$ cat config.mk
export PLATFORM = sky130hd
export DESIGN_NAME = simple_mac_rx
export DESIGN_NICKNAME = d
export VERILOG_FILES = /design/src/rtl/simple_mac_rx.sv
export SDC_FILE = /design/constraint.sdc
export NUM_CORES = 1
export LEC_CHECK = 0
export BUFFER_PORTS_ARGS = -buffer_cell sky130_fd_sc_hd__buf_4
export CAP_MARGIN = 30
export CORE_UTILIZATION = 51
export CTS_BUF_LIST = sky130_fd_sc_hd__clkbuf_16
export CTS_CLUSTER_SIZE = 20
export DETAILED_ROUTE_END_ITERATION = 10
export PLACE_DENSITY = 0.85
export SYNTH_ARGS = -nofsm -noshare
export SYNTH_HDL_FRONTEND = slang
export SYNTH_SLANG_ARGS = --single-unit
export TNS_END_PERCENT = 30
$ cat constraint.sdc
create_clock -name eth_rxclk -period 2.18 [get_ports eth_rxclk]
set_input_delay 0.436 -clock eth_rxclk [delete_from_list [all_inputs] [get_ports eth_rxclk]]
set_output_delay 0.436 -clock eth_rxclk [all_outputs]
set_load 0.01 [all_outputs]
$ cat src/rtl/simple_mac_rx.sv
// -----------------------------------------------------------------------------
// simple_mac_rx
//
// MII receive MAC. Hunts for preamble/SFD and packs nibbles into bytes (low
// nibble first). It checks frame length, MII receive errors, nibble alignment
// and, optionally, the FCS. It emits a byte stream framed by sop/eop/err in
// the PHY rx clock domain.
//
// A short delay line holds back the newest bytes. The byte that turns out to
// be last can then carry eop, and the FCS bytes can be dropped when CRC
// checking is enabled.
//
// Build option:
//   SIMPLE_MAC_RX_CRC_EN  defined     -> CRC-32 check, delay line depth 5,
//                                        FCS stripped from the output.
//                         not defined -> no CRC logic, depth 1,
//                                        FCS delivered as payload.
//
// Parameters:
//   MIN_LEN  minimum frame bytes after SFD incl. FCS (shorter = runt)
//   MAX_LEN  maximum frame bytes after SFD incl. FCS (longer = truncated)
//   STAT_W   width of the saturating good/bad frame counters
//
// Ports:
//   eth_rxclk  in   MII rx clock; every flop uses its rising edge
//   rstn       in   asynchronous active-low reset (released synchronously)
//   eth_rxdv   in   MII receive data valid
//   eth_rxer   in   MII receive error
//   eth_rxd    in   MII receive nibble
//   rx_data    out  received byte
//   rx_valid   out  one-cycle strobe for rx_data; there is no backpressure
//   rx_sop     out  with rx_valid: first byte of the frame
//   rx_eop     out  with rx_valid: last byte of the frame
//   rx_err     out  with rx_eop: the frame is bad
//   stat_good  out  count of frames that ended without error (saturating)
//   stat_bad   out  count of frames that ended with error (saturating)
// -----------------------------------------------------------------------------
module simple_mac_rx #(
   parameter int MIN_LEN = 64,
   parameter int MAX_LEN = 1518,
   parameter int STAT_W  = 16
) (
   input  logic              eth_rxclk,
   input  logic              rstn,
   input  logic              eth_rxdv,
   input  logic              eth_rxer,
   input  logic [3:0]        eth_rxd,
   output logic [7:0]        rx_data,
   output logic              rx_valid,
   output logic              rx_sop,
   output logic              rx_eop,
   output logic              rx_err,
   output logic [STAT_W-1:0] stat_good,
   output logic [STAT_W-1:0] stat_bad
);

`ifdef SIMPLE_MAC_RX_CRC_EN
   localparam int DEPTH = 5;
`else
   localparam int DEPTH = 1;
`endif
   localparam int                CNT_W   = $clog2(DEPTH + 1);
   localparam logic [CNT_W-1:0]  DEPTH_C = CNT_W'(DEPTH);
   localparam logic [15:0]       MIN_C   = 16'(MIN_LEN);
   localparam logic [15:0]       MAX_C   = 16'(MAX_LEN);

   localparam logic [3:0] NIB_PRE = 4'h5;
   localparam logic [3:0] NIB_SFD = 4'hD;

`ifdef SIMPLE_MAC_RX_CRC_EN
   localparam logic [31:0] CRC_POLY    = 32'hEDB88320;
   // Running over data plus its own FCS leaves this constant remainder
   // when the frame is intact.
   localparam logic [31:0] CRC_RESIDUE = 32'hDEBB20E3;
`endif

   typedef enum logic [1:0] {
      IDLE = 2'd0,
      PRE  = 2'd1,
      DATA = 2'd2,
      DROP = 2'd3
   } state_t;

   // ---------------------------------------------------------------------------
   // Reset synchroniser: assertion is immediate, release waits two clock edges.
   // ---------------------------------------------------------------------------
   logic [1:0] rst_sync;
   logic       rst_n_int;

   always_ff @(posedge eth_rxclk or negedge rstn) begin
      if (!rstn) rst_sync <= 2'b00;
      else       rst_sync <= {rst_sync[0], 1'b1};
   end

   assign rst_n_int = rst_sync[1];

   // ---------------------------------------------------------------------------
   // State
   // ---------------------------------------------------------------------------
   state_t            state;
   logic              phase;       // 0: expect low nibble, 1: expect high nibble
   logic [3:0]        low_nib;
   logic [CNT_W-1:0]  line_cnt;    // occupied delay-line entries
   logic [15:0]       byte_cnt;    // bytes after SFD, saturating
   logic              rxer_seen;
   logic              emitted;     // a byte of this frame has already gone out
   logic [7:0]        line [DEPTH];
`ifdef SIMPLE_MAC_RX_CRC_EN
   logic [31:0]       crc;
`endif

   // ---------------------------------------------------------------------------
   // Per-cycle decode
   // ---------------------------------------------------------------------------
   logic       byte_stb;
   logic [7:0] new_byte;
   logic       frame_end;
   logic       line_full;
   logic       over_len;
   logic       fcs_bad;
   logic       frame_bad;
   logic [7:0] oldest;

   assign byte_stb  = (state == DATA) && eth_rxdv && phase;
   assign new_byte  = {eth_rxd, low_nib};
   assign frame_end = (state == DATA) && !eth_rxdv;
   assign line_full = (line_cnt == DEPTH_C);
   // The byte completing now would be number MAX_LEN+1.
   assign over_len  = byte_stb && (byte_cnt == MAX_C);
   assign oldest    = line[DEPTH-1];

`ifdef SIMPLE_MAC_RX_CRC_EN
   assign fcs_bad = (crc != CRC_RESIDUE);
`else
   assign fcs_bad = 1'b0;
`endif

   // phase still high at end of frame means an odd nibble count.
   assign frame_bad = rxer_seen | phase | (byte_cnt < MIN_C) | fcs_bad;

`ifdef SIMPLE_MAC_RX_CRC_EN
   function automatic logic [31:0] crc_byte(input logic [31:0] c,
                                            input logic [7:0]  b);
      logic [31:0] r;
      // NOTE: blocking assignments are correct here; r is a combinational
      // temporary that each loop iteration builds on, not a stored register.
      r = c ^ {24'h0, b};
      for (int i = 0; i < 8; i++) begin
         r = r[0] ? ((r >> 1) ^ CRC_POLY) : (r >> 1);
      end
      return r;
   endfunction
`endif

   function automatic logic [STAT_W-1:0] sat_inc(input logic [STAT_W-1:0] v);
      return (&v) ? v : v + 1'b1;
   endfunction

   // ---------------------------------------------------------------------------
   // Delay line: shifts on every assembled byte, oldest entry at DEPTH-1.
   // NOTE: the byte storage has no reset. line_cnt alone says which entries
   // are meaningful, so clearing it empties the line.
   // ---------------------------------------------------------------------------
   always_ff @(posedge eth_rxclk) begin
      if (byte_stb) begin
         for (int i = DEPTH - 1; i > 0; i--) begin
            line[i] <= line[i-1];
         end
         line[0] <= new_byte;
      end
   end

   // ---------------------------------------------------------------------------
   // Receive FSM, framing outputs and statistics
   // ---------------------------------------------------------------------------
   always_ff @(posedge eth_rxclk or negedge rst_n_int) begin
      if (!rst_n_int) begin
         state     <= IDLE;
         phase     <= 1'b0;
         low_nib   <= 4'h0;
         line_cnt  <= '0;
         byte_cnt  <= 16'h0;
         rxer_seen <= 1'b0;
         emitted   <= 1'b0;
`ifdef SIMPLE_MAC_RX_CRC_EN
         crc       <= 32'hFFFFFFFF;
`endif
         rx_data   <= 8'h00;
         rx_valid  <= 1'b0;
         rx_sop    <= 1'b0;
         rx_eop    <= 1'b0;
         rx_err    <= 1'b0;
         stat_good <= '0;
         stat_bad  <= '0;
      end else begin
         // Framing outputs are single-cycle pulses.
         rx_valid <= 1'b0;
         rx_sop   <= 1'b0;
         rx_eop   <= 1'b0;
         rx_err   <= 1'b0;

         case (state)
            IDLE: begin
               if (eth_rxdv) state <= (eth_rxd == NIB_PRE) ? PRE : DROP;
            end

            PRE: begin
               if (!eth_rxdv) begin
                  state <= IDLE;
               end else if (eth_rxd == NIB_SFD) begin
                  state     <= DATA;
                  phase     <= 1'b0;
                  line_cnt  <= '0;
                  byte_cnt  <= 16'h0;
                  rxer_seen <= 1'b0;
                  emitted   <= 1'b0;
`ifdef SIMPLE_MAC_RX_CRC_EN
                  crc       <= 32'hFFFFFFFF;
`endif
               end else if (eth_rxd != NIB_PRE) begin
                  state <= DROP;
               end
            end

            DATA: begin
               if (frame_end) begin
                  // The oldest entry is the last byte delivered; with CRC
                  // the newer entries are the FCS and are simply dropped.
                  if (line_full) begin
                     rx_data  <= oldest;
                     rx_valid <= 1'b1;
                     rx_sop   <= !emitted;
                     rx_eop   <= 1'b1;
                     rx_err   <= frame_bad;
                     if (frame_bad) stat_bad  <= sat_inc(stat_bad);
                     else           stat_good <= sat_inc(stat_good);
                  end else begin
                     // Too short to deliver anything: count it, stay silent.
                     stat_bad <= sat_inc(stat_bad);
                  end
                  state    <= IDLE;
                  phase    <= 1'b0;
                  line_cnt <= '0;
                  emitted  <= 1'b0;
`ifdef SIMPLE_MAC_RX_CRC_EN
                  crc      <= 32'hFFFFFFFF;
`endif
               end else begin
                  if (eth_rxer) rxer_seen <= 1'b1;

                  if (!phase) begin
                     low_nib <= eth_rxd;
                     phase   <= 1'b1;
                  end else begin
                     phase <= 1'b0;
                     if (over_len) begin
                        // Truncate: close the frame on the oldest held byte
                        // and ignore everything until rxdv drops.
                        rx_data  <= oldest;
                        rx_valid <= 1'b1;
                        rx_sop   <= !emitted;
                        rx_eop   <= 1'b1;
                        rx_err   <= 1'b1;
                        stat_bad <= sat_inc(stat_bad);
                        state    <= DROP;
                        line_cnt <= '0;
                        emitted  <= 1'b0;
`ifdef SIMPLE_MAC_RX_CRC_EN
                        crc      <= 32'hFFFFFFFF;
`endif
                     end else begin
                        if (byte_cnt != 16'hFFFF) byte_cnt <= byte_cnt + 16'h1;
`ifdef SIMPLE_MAC_RX_CRC_EN
                        crc <= crc_byte(crc, new_byte);
`endif
                        if (line_full) begin
                           rx_data  <= oldest;
                           rx_valid <= 1'b1;
                           rx_sop   <= !emitted;
                           emitted  <= 1'b1;
                        end else begin
                           line_cnt <= line_cnt + 1'b1;
                        end
                     end
                  end
               end
            end

            DROP: begin
               if (!eth_rxdv) state <= IDLE;
            end

            default: state <= IDLE;
         endcase
      end
   end

endmodule

# After elaboration in Yosys (flattened, before gate mapping)
# Memory sizes are Yosys's and may differ from the RTL's.
# Cells that the tools add are included.
# word_totals
word_cells	135
ff_bits	72
in_bits	8
out_inout_bits	44
n_memories	1
mem_bits_rw	8
# classes
order_cmp	1
eq_ne	22
addsub	4
reduce_logical	22
bitwise_logic	6
n_mux	64
# mem_list
name	depth	width	read_ports	rd_clocked_by_memory_dff	write_ports	line_no	source
line	1	8	1	0	1	107	logic [7:0] line [DEPTH];
# ops
op	n
$mux 16	12
$add 16x1->16 const B	3
$mux 1	33
$mux 8	4
$pmux 16 s2	1
$reduce_and 16->1	2
$reduce_and 5->1	4
$mux 2	9
$eq 16x11->1 const B	1
$lt 16x7->1 const B	1
$ne 16x16->1 const B	1
$ne 2x2->1 const B	8
$ne 4x4->1 const B	2
$pmux 1 s2	4
$pmux 2 s4	1
$reduce_and 4->1	2
$reduce_and 7->1	1
$ne 3x3->1 const B	2
$reduce_and 3->1	2
$reduce_bool 2->1	3
$eq 2x2->1 const B	2
$eq 4x3->1 const B	1
$eq 4x4->1 const B	1
$logic_and 1x1->1	4
10 further kinds	15

# Depth between registers and ports, before layout
# Gate-level depths: netlist (run 1).
# logic_depth
ltp_word	8
depth_mapped	9
mapped_depth_nobuf	7

# Least setup slack after synthesis (run 1)
# OpenSTA, ideal clock, no wires.
# synth_timing
path_kind	input port to flip-flop
from	input port eth_rxdv
to	register stat_bad[1]
arrival_ns	2.031
setup_slack_ns	0.024
required_time_ns	2.055
n_path_buf	2
path_stages	7
cell_sequence	buf_6 or4b_4 a31o_2 and2_1 buf_2 nand2_1 mux2_2
# synth_via
elab_chain_len	5
# synth_lines
item	line_no	source
start, declared	45	input logic eth_rxdv,
$logic_and 1x1->1 (2 in series)	124	assign byte_stb = (state == DATA) && eth_rxdv && phase;
$logic_and 1x1->1	129	assign over_len = byte_stb && (byte_cnt == MAX_C);
$reduce_bool 2->1 (no line)	-	
$reduce_and 4->1 (no line)	-	
end signal, assigned	235	if (frame_bad) stat_bad <= sat_inc(stat_bad);
end signal, assigned	239	stat_bad <= sat_inc(stat_bad);
end signal, assigned	264	stat_bad <= sat_inc(stat_bad);
end, declared	54	output logic [STAT_W-1:0] stat_bad
# Several ways; a longest one is shown, not always the timed one.
# A chain may end at the register's enable or synchronous reset.

# Worst setup path after layout (run 1)
# layout_timing
from	register byte_cnt[2]
to	register rx_data[3]
# layout_via
elab_chain_len	5
# layout_lines
item	line_no	source
start, declared	104	logic [15:0] byte_cnt;
start signal, assigned	272	if (byte_cnt != 16'hFFFF) byte_cnt <= byte_cnt + 16'h1;
$eq 16x11->1	129	
$logic_and 1x1->1	129	
$mux 8	256	if (over_len) begin
$mux 8	251	if (!phase) begin
$mux 8	226	if (frame_end) begin
end signal, assigned	230	rx_data <= oldest;
end signal, assigned	259	rx_data <= oldest;
end signal, assigned	277	rx_data <= oldest;
end, declared	48	output logic [7:0] rx_data,
# Every way passes these cells. The select of a mux whose other input is x is not followed.

==> results of run 1 <==
==> sequential cells by signal, summed over array words and instances (netlist names) <==
| register | flops |
|---|---|
| rx_err | 1 |
| state | 2 |
| rx_eop | 1 |
| emitted | 1 |
| rxer_seen | 1 |
| rst_sync | 2 |
| byte_cnt | 16 |
| stat_good | 16 |
| rx_data | 8 |
| line_cnt | 1 |
| line | 8 |
| rx_sop | 1 |
| low_nib | 4 |
| stat_bad | 16 |
| rx_valid | 1 |
| phase | 1 |
==> synthesized netlist by cell type, drive strengths merged (8+ instances only) <==
library cell,n
o21ai,9
mux2,17
nor2,20
edfxtp,8
inv,9
nor3,13
and3,8
nand2,19
dfrtp,72
nand3,23
a21oi,12
nand4,22
xnor2,26
==> how the worst max path moves through the flow <==
stage	start	slack, ps	to	depth (start not counted)
detailed placement	eth_rxdv	-20	stat_good[14]	7
floorplan	eth_rxdv	20	stat_bad[1]	7
finish	byte_cnt[2]	8	rx_data[3]	6
global route	byte_cnt[2]	-60	stat_bad[6]	6
CTS	byte_cnt[0]	30	byte_cnt[7]	7
global placement	eth_rxdv	-20	stat_good[14]	7
==> metal layers <==
layer / up-vias / share of wire, %
met2: 106 / 50
met5: - / 0
li1: 1365 / -
met4: 0 / 2.1
met1: 1453 / 43
met3: 14 / 4.6
==> power breakdown <==
group | switching, mW | leakage [nW] | internal (mW) | total, mW
combinational | 0.304 | 0.959 | 0.385 | 0.688
sequential | 0.164 | 1.02 | 1.71 | 1.87
clock | 0.645 | 0.163 | 0.982 | 1.63
==> logic make-up after synthesis <==
logic type	count (synthesis)	synth area share, %
buffers and inverters	19	2.78
AND/OR/NAND/NOR	135	20.5
AO/OA/AOI/OAI	41	7.91
multiplexers	17	5.13
XOR/XNOR	32	7.51
adder cells (fa/ha/maj)	4	1.34
other	1	0.101
flip-flops	80	54.7
==> worst register-to-register path: cells and delay by family (launching register included) <==
kind	cells	cell delay, ps
flops	1	480
mux	1	340
buf+inv	1	140
compound gates	1	130
simple gates	3	970
==> cell type report <==
class / count / area [um2] / area share, %
flip-flops and latches: 80 / 2040 / 43.0
multi-input cells: 230 / 1610 / 33.8
repair buffers: 80 / 616 / 13.0
clock buffers: 10 / 250 / 5.27
well taps: 96 / 120 / 2.53
clock inverters: 6 / 78.8 / 1.66
inverters: 9 / 33.8 / 0.711
==> through the flow <==
step           total power [mW]  instance area, um2  std cells
3_5_place_dp               2.57                4370        493
4_1_cts                    4.20                4710        510
6_report                   4.19                4750        511
2_1_floorplan              2.24                3730        329
5_1_grt                    4.37                4750        511
3_3_place_gp               2.53                4370        493
==> what timing repair did <==
item | in CTS | in global routing
hold buffers | 1 | 0
setup buffers | 0 | 1
endpoints found under the hold margin | 2 | 0
resized for setup | 0 | 5
setup endpoints to repair | 0 | 24
==> implementation parameters, run 1 <==
Parameter                              Value

Timing
  Count of endpoints failing setup in the final report ... 0
  Count of final hold-check violations ... 0
  Count of final max-slew check failures ... 0
  Setup total negative slack ... 0 ps
  Worst-case setup margin in the final layout ... 7.89 ps
  Actual transition at the worst max-transition pin ... 561 ps
  Share of the clock period used by the worst path ... 99.6%
  Minimum hold slack ... 209 ps
  Worst rel slew slack ... 62.1%
  Max Clock Freq ... 460 MHz
  Clock Skews ... 9.87 ps
  Min Tclk post-route ... 2170 ps

Drt
  Remaining routing DRC violations ... 0
  Wire length per cell after detailed routing ... 16.1 um
  Via count of the routed design ... 2938
  Initial drt markers ... 237
  Antenna Violating Nets Remaining ... 0
  Total detailed-routing wirelength ... 8220 um
  Via-to-Cell Ratio ... 5.75
  First-pass detailed-route iteration total ... 5

Power
  Leakage power ... 2.14 nW
  Ratio of total power to cell area ... 882 nW/um2
  Maximum ir drop on the vdd rail ... 0.497 mV

Place
  Worst slack at placement ... -18.2 ps
  Detail Placement HPWL ... 5520 um
  Placer's final routability congestion estimate ... 0.858
  Input/output buffers ... 51

Setup path
  Crit-path max FO ... 10
  Reg-to-Reg Start ... byte_cnt[2]
  Max stage delay on crit path ... 480 ps
  Critical Path Start Type ... register
  Worst reg2reg path depth ... 6
  Arrival time at the worst endpoint ... 2400 ps
  Critical register-to-register path endpoint ... rx_data[3]
  CP max-delay cell ... dfrtp_1
  Setup slack on the worst flop-to-flop path ... 8 ps
  Type of the worst setup path ... register to register
  Cell Chain, Critical Path ... nor4bb_2 -> and4_2 -> a21oi_1 -> nor2_4 -> buf_12 -> mux2_2
  Cell class contributing the biggest share of worst-path delay ... simple AND/OR/NAND/NOR gates
  Required @ worst endpoint ... 2400 ps
  Sort of element at the end of the critical path ... register
  Crit path buf inv count ... 1

Cells and area
  Area Overhead vs Synth ... 27.3%
  Number of filler instances in the final layout ... 487
  Antenna Diode Count ... 0
  Number of nets in the layout ... 422
  Share of layout cells above drive strength 1 ... 31.1%
  Leading cell type in the layout, fill and taps excluded ... buf_4
  Finished Core Util ... 68.4%
  Commonest non-fill, non-tap cells in the layout ... buf_4 (78), dfrtp_1 (71), xnor2_1 (26)

Floorplan
  Boundary pin count ... 52
  Vertical extent of the die ... 87.5 um
  Site Rows ... 30
  Core Box Area ... 6940 um2
  Horizontal die dimension ... 87.5 um
  Initial Utilization ... 53.7%
  Area of the die ... 7660 um2

Global routing
  Global-route wire length before repair ... 13300 um
  Number of global-route vias before repair ... 2847
  Met1 global-route usage ... 28.4%
  Met2 usage in global routing ... 37.1%
  Global-route congestion overflow total ... 0
  Busiest layer in global routing ... met2
  Antenna violations before repair ... 0
  Met3 Use GR ... 6.03%
  Maximum number of pins on one net before global-route repair ... 30
  GRT Total Usage ... 22.8%

Synth
  Share of the yosys chip area belonging to registers ... 54.7%
  Share of the synthesized area in the top cell type ... 48.3%
  Proportion of synthesized flip-flops having asynchronous set or reset ... 90.0%
  Number of enable flip-flop cells after synthesis ... 8
  Dominant cell type by area after synthesis ... dfrtp_1
  Post-synthesis cell count ... 329
  Total number of yosys warnings ... 0
  Number of unique standard cell types used by synthesis ... 50
  Register bit count reported by yosys ... 80
  Leading register cell type out of synthesis ... dfrtp_1
  Post-Syn Area ... 3730 um2
  Main area contributors after synthesis ... dfrtp_1 (48%), edfxtp_1 (6.4%), xnor2_1 (6.1%)
  Syn_nets ... 341
  Mean area per synthesized cell ... 11.3 um2

CTS
  Root buffer cell ... clkbuf_16
  Maximum clock insertion buffer count ... 2
  Clk sinks ... 80
  CTS clk-pin slew, worst paths ... 70 ps
  CTS tree ... yes
  Count of H-tree levels built during CTS ... 3
  Source-to-sink clock delay at the later pin of the worst-skew pair ... 340 ps
  CTS Buf Count ... 9

Flow run
  Number of maximum-capacitance violations ... 0

Run status
  Result of the run ... finished clean

Worst hold path
  Worst min-delay path category ... register to async pin
Power figures use the tool's default switching activity.
==> run 2: changes to the inputs <==
--- a/config.mk
+++ b/config.mk
@@ -11,3 +11,2 @@
 export CTS_BUF_LIST = sky130_fd_sc_hd__clkbuf_16
-export CTS_CLUSTER_SIZE = 20
 export DETAILED_ROUTE_END_ITERATION = 10
==> constraint.sdc (replaced) <==
create_clock -name eth_rxclk -period 2.18 [get_ports eth_rxclk]
set_input_delay 0.109 -clock eth_rxclk [delete_from_list [all_inputs] [get_ports eth_rxclk]]
set_output_delay 0.109 -clock eth_rxclk [all_outputs]
set_load 0.01 [all_outputs]
==> run 2 against run 1 <==
  * Sequential cell count is the same
  * Design area fell by 0.58%
  * Global-route usage is 0.54 points lower
  * Wire length down 2.2%
  * First-iteration DRC count down 20%
==> implementation parameters, run 2 (same netlist as run 1, synthesis figures left out) <==
Parameter                              Value

Power
  Portion of total power attributed to the clock network ... 37.8% (-1.0 points)
  Net switching power ... 1.12 mW (+0.70%)
  Ratio of total power to cell area ... 872 nW/um2 (-1.1%)
  Overall Power ... 4.12 mW (-1.7%)
  Power Internal ... 3.00 mW (-2.6%)
  Reg power frac ... 45.6% (+0.9 points)
  Combinational power share ... 16.6% (+0.2 points)
  Sw frac ... 27.2% (+0.65 points)
  Maximum ir drop on the vdd rail ... 0.518 mV (+4.3%)
  Leakage power ... 2.12 nW (-1.0%)

Timing
  Share of the clock period used by the worst path ... 97.1% (-2.5 points)
  Worst rel slew slack ... 61.9% (-0.22 points)
  Count of final hold-check violations ... 0 (unchanged)
  Worst-case setup margin in the final layout ... 62.6 ps (+54.7 ps)
  Count of endpoints failing setup in the final report ... 0 (unchanged)
  Setup total negative slack ... 0 ps (unchanged)
  Min Tclk post-route ... 2120 ps (-54.7 ps)
  Count of final max-slew check failures ... 0 (unchanged)
  Actual transition at the worst max-transition pin ... 572 ps (+10.6 ps)
  Max Clock Freq ... 472 MHz (+2.6%)
  Clock Skews ... 9.30 ps (-0.573 ps)

Drt
  Wire length per cell after detailed routing ... 15.8 um (-1.6%)
  Antenna Violating Nets Remaining ... 0 (unchanged)
  Via-to-Cell Ratio ... 5.75 (about the same)
  Remaining routing DRC violations ... 0 (unchanged)
  Total detailed-routing wirelength ... 8050 um (-2.2%)
  First-pass detailed-route iteration total ... 4 (-1)
  Via count of the routed design ... 2921 (-0.58%)
  Initial drt markers ... 190 (-20%)

Place
  Worst slack at placement ... 114 ps (+132 ps)
  Number of placed instances with taps included ... 487 (-1.2%)
  Cell area after placement ... 4340 um2 (-0.74%)
  Placer's final routability congestion estimate ... 0.886 (+3.2%)
  Detail Placement HPWL ... 5470 um (-1.0%)
  Input/output buffers ... 51 (unchanged)

Cells and area
  Final instance count without filler cells ... 508 (-0.59%)
  Area occupied by multi-input gates ... 1610 um2 (+0.23%)
  Area Overhead vs Synth ... 26.5%
  Top flop regs ... byte_cnt x16, stat_bad x16, stat_good x16
  Number of filler instances in the final layout ... 501 (+2.9%)
  Commonest non-fill, non-tap cells in the layout ... dfrtp_1 (71), buf_4 (71), xnor2_1 (26)
  Antenna Diode Count ... 0 (unchanged)
  Share of layout cells above drive strength 1 ... 29.4% (-1.7 points)
  Number of nets in the layout ... 419 (-0.71%)
  Register area ... 2040 um2 (unchanged)
  Final Cell Area ... 4720 um2 (-0.58%)

Global routing
  Global-route wire length before repair ... 12900 um (-3.4%)
  Number of global-route vias before repair ... 2675 (-6.0%)
  Maximum number of pins on one net before global-route repair ... 46 (+53%)
  GRT Total Usage ... 22.2% (-0.54 points)
  Antenna violations before repair ... 0 (unchanged)
  Global-route congestion overflow total ... 0 (unchanged)

Flow run
  Number of maximum-capacitance violations ... 0 (unchanged)

Floorplan
  Area of the die ... 7660 um2 (unchanged)
  Horizontal die dimension ... 87.5 um (unchanged)
  Initial Utilization ... 53.7% (unchanged)
  Vertical extent of the die ... 87.5 um (unchanged)
  Core Box Area ... 6940 um2 (unchanged)
  Site Rows ... 30 (unchanged)
  Boundary pin count ... 52 (unchanged)

Setup path
  Type of the worst setup path ... register to register
  Required @ worst endpoint ... 2400 ps (about the same)
  Sort of element at the end of the critical path ... register
  Critical Path Start Type ... register
  Arrival time at the worst endpoint ... 2330 ps (-70 ps)
  Crit-path max FO ... 6 (-4)

Worst hold path
  Worst min-delay path category ... input port to register

CTS
  Clk sinks ... 80 (unchanged)
  Count of H-tree levels built during CTS ... 3 (unchanged)
  CTS Buf Count ... 9 (unchanged)
  Maximum clock insertion buffer count ... 2 (unchanged)
  CTS tree ... yes
  CTS clk-pin slew, worst paths ... 70 ps (about the same)
  Number of post-CTS setup repair buffers ... 0 (unchanged)
  Root buffer cell ... clkbuf_16
  Source-to-sink clock delay at the later pin of the worst-skew pair ... 340 ps (about the same)

Run status
  Result of the run ... finished clean
run 2: path summary, 6_finish.rpt:
kind | start | endpoint | slack, ps | cells after the start
max in group asynchronous | rst_sync[1] | byte_cnt[4] | 1270 | 1
min | eth_rxdv | state[0] | 60 | 2
min reg2reg | rst_sync[1] | stat_good[0] | 270 | 0
min in group asynchronous | rstn | rst_sync[1] | 90 | 2
max reg2reg | phase | stat_good[11] | 60 | 6
max | phase | stat_good[11] | 60 | 6
run 2: repair_timing:
action                                 in CTS  in global routing
hold buffers                                5                  0
setup endpoints to repair                   0                 24
endpoints found under the hold margin       6                  0
gates resized for setup                     0                  4
run 2: stage by stage:
step	hold WS, ps	util, %
global placement	-109	62.4
floorplan	-187	-
CTS	52.5	67.6
finish	57.0	68.0
detailed placement	-106	62.4
global route	63.9	68.0
run 2: final cells by class:
| class | count | share of cell area, % |
|---|---|---|
| Timing Repair Buffer | 77 | 12.8 |
| Clock inverter | 7 | 1.80 |
| Tap cell | 96 | 2.54 |
| Clock buffer | 9 | 4.77 |
| Inverter | 9 | 0.716 |
| Multi-Input combinational cell | 230 | 34.1 |
| Sequential cell | 80 | 43.3 |
run 2: layer usage:
layer / track usage [%] / part of all wire [%] / up-vias
met4: 7.00 / 1.3 / 0
met1: 28.2 / 43 / 1459
met3: 5.66 / 5.2 / 9
met2: 37.6 / 51 / 93
met5: 0 / 0 / -
li1: - / - / 1360
run 2: power by group through the flow:
| stage | Sequential (mW) | Clock [mW] | Combinational [mW] |
|---|---|---|---|
| 4_1_cts | 1.88 | 1.57 | 0.685 |
| 3_5_place_dp | 1.90 | 0 | 0.668 |
| 6_report | 1.88 | 1.56 | 0.682 |
| 2_1_floorplan | 1.94 | 0 | 0.300 |
| 5_1_grt | 1.91 | 1.64 | 0.750 |
| 3_3_place_gp | 1.88 | 0 | 0.642 |
run 2: worst max-delay path, cell delays in order, from the launching register on:
cell	delay, ps
dfrtp_1	400
or4b_4	550
a311oi_4	350
a21boi_4	270
buf_4	170
nand4_1	120
xnor2_1	140
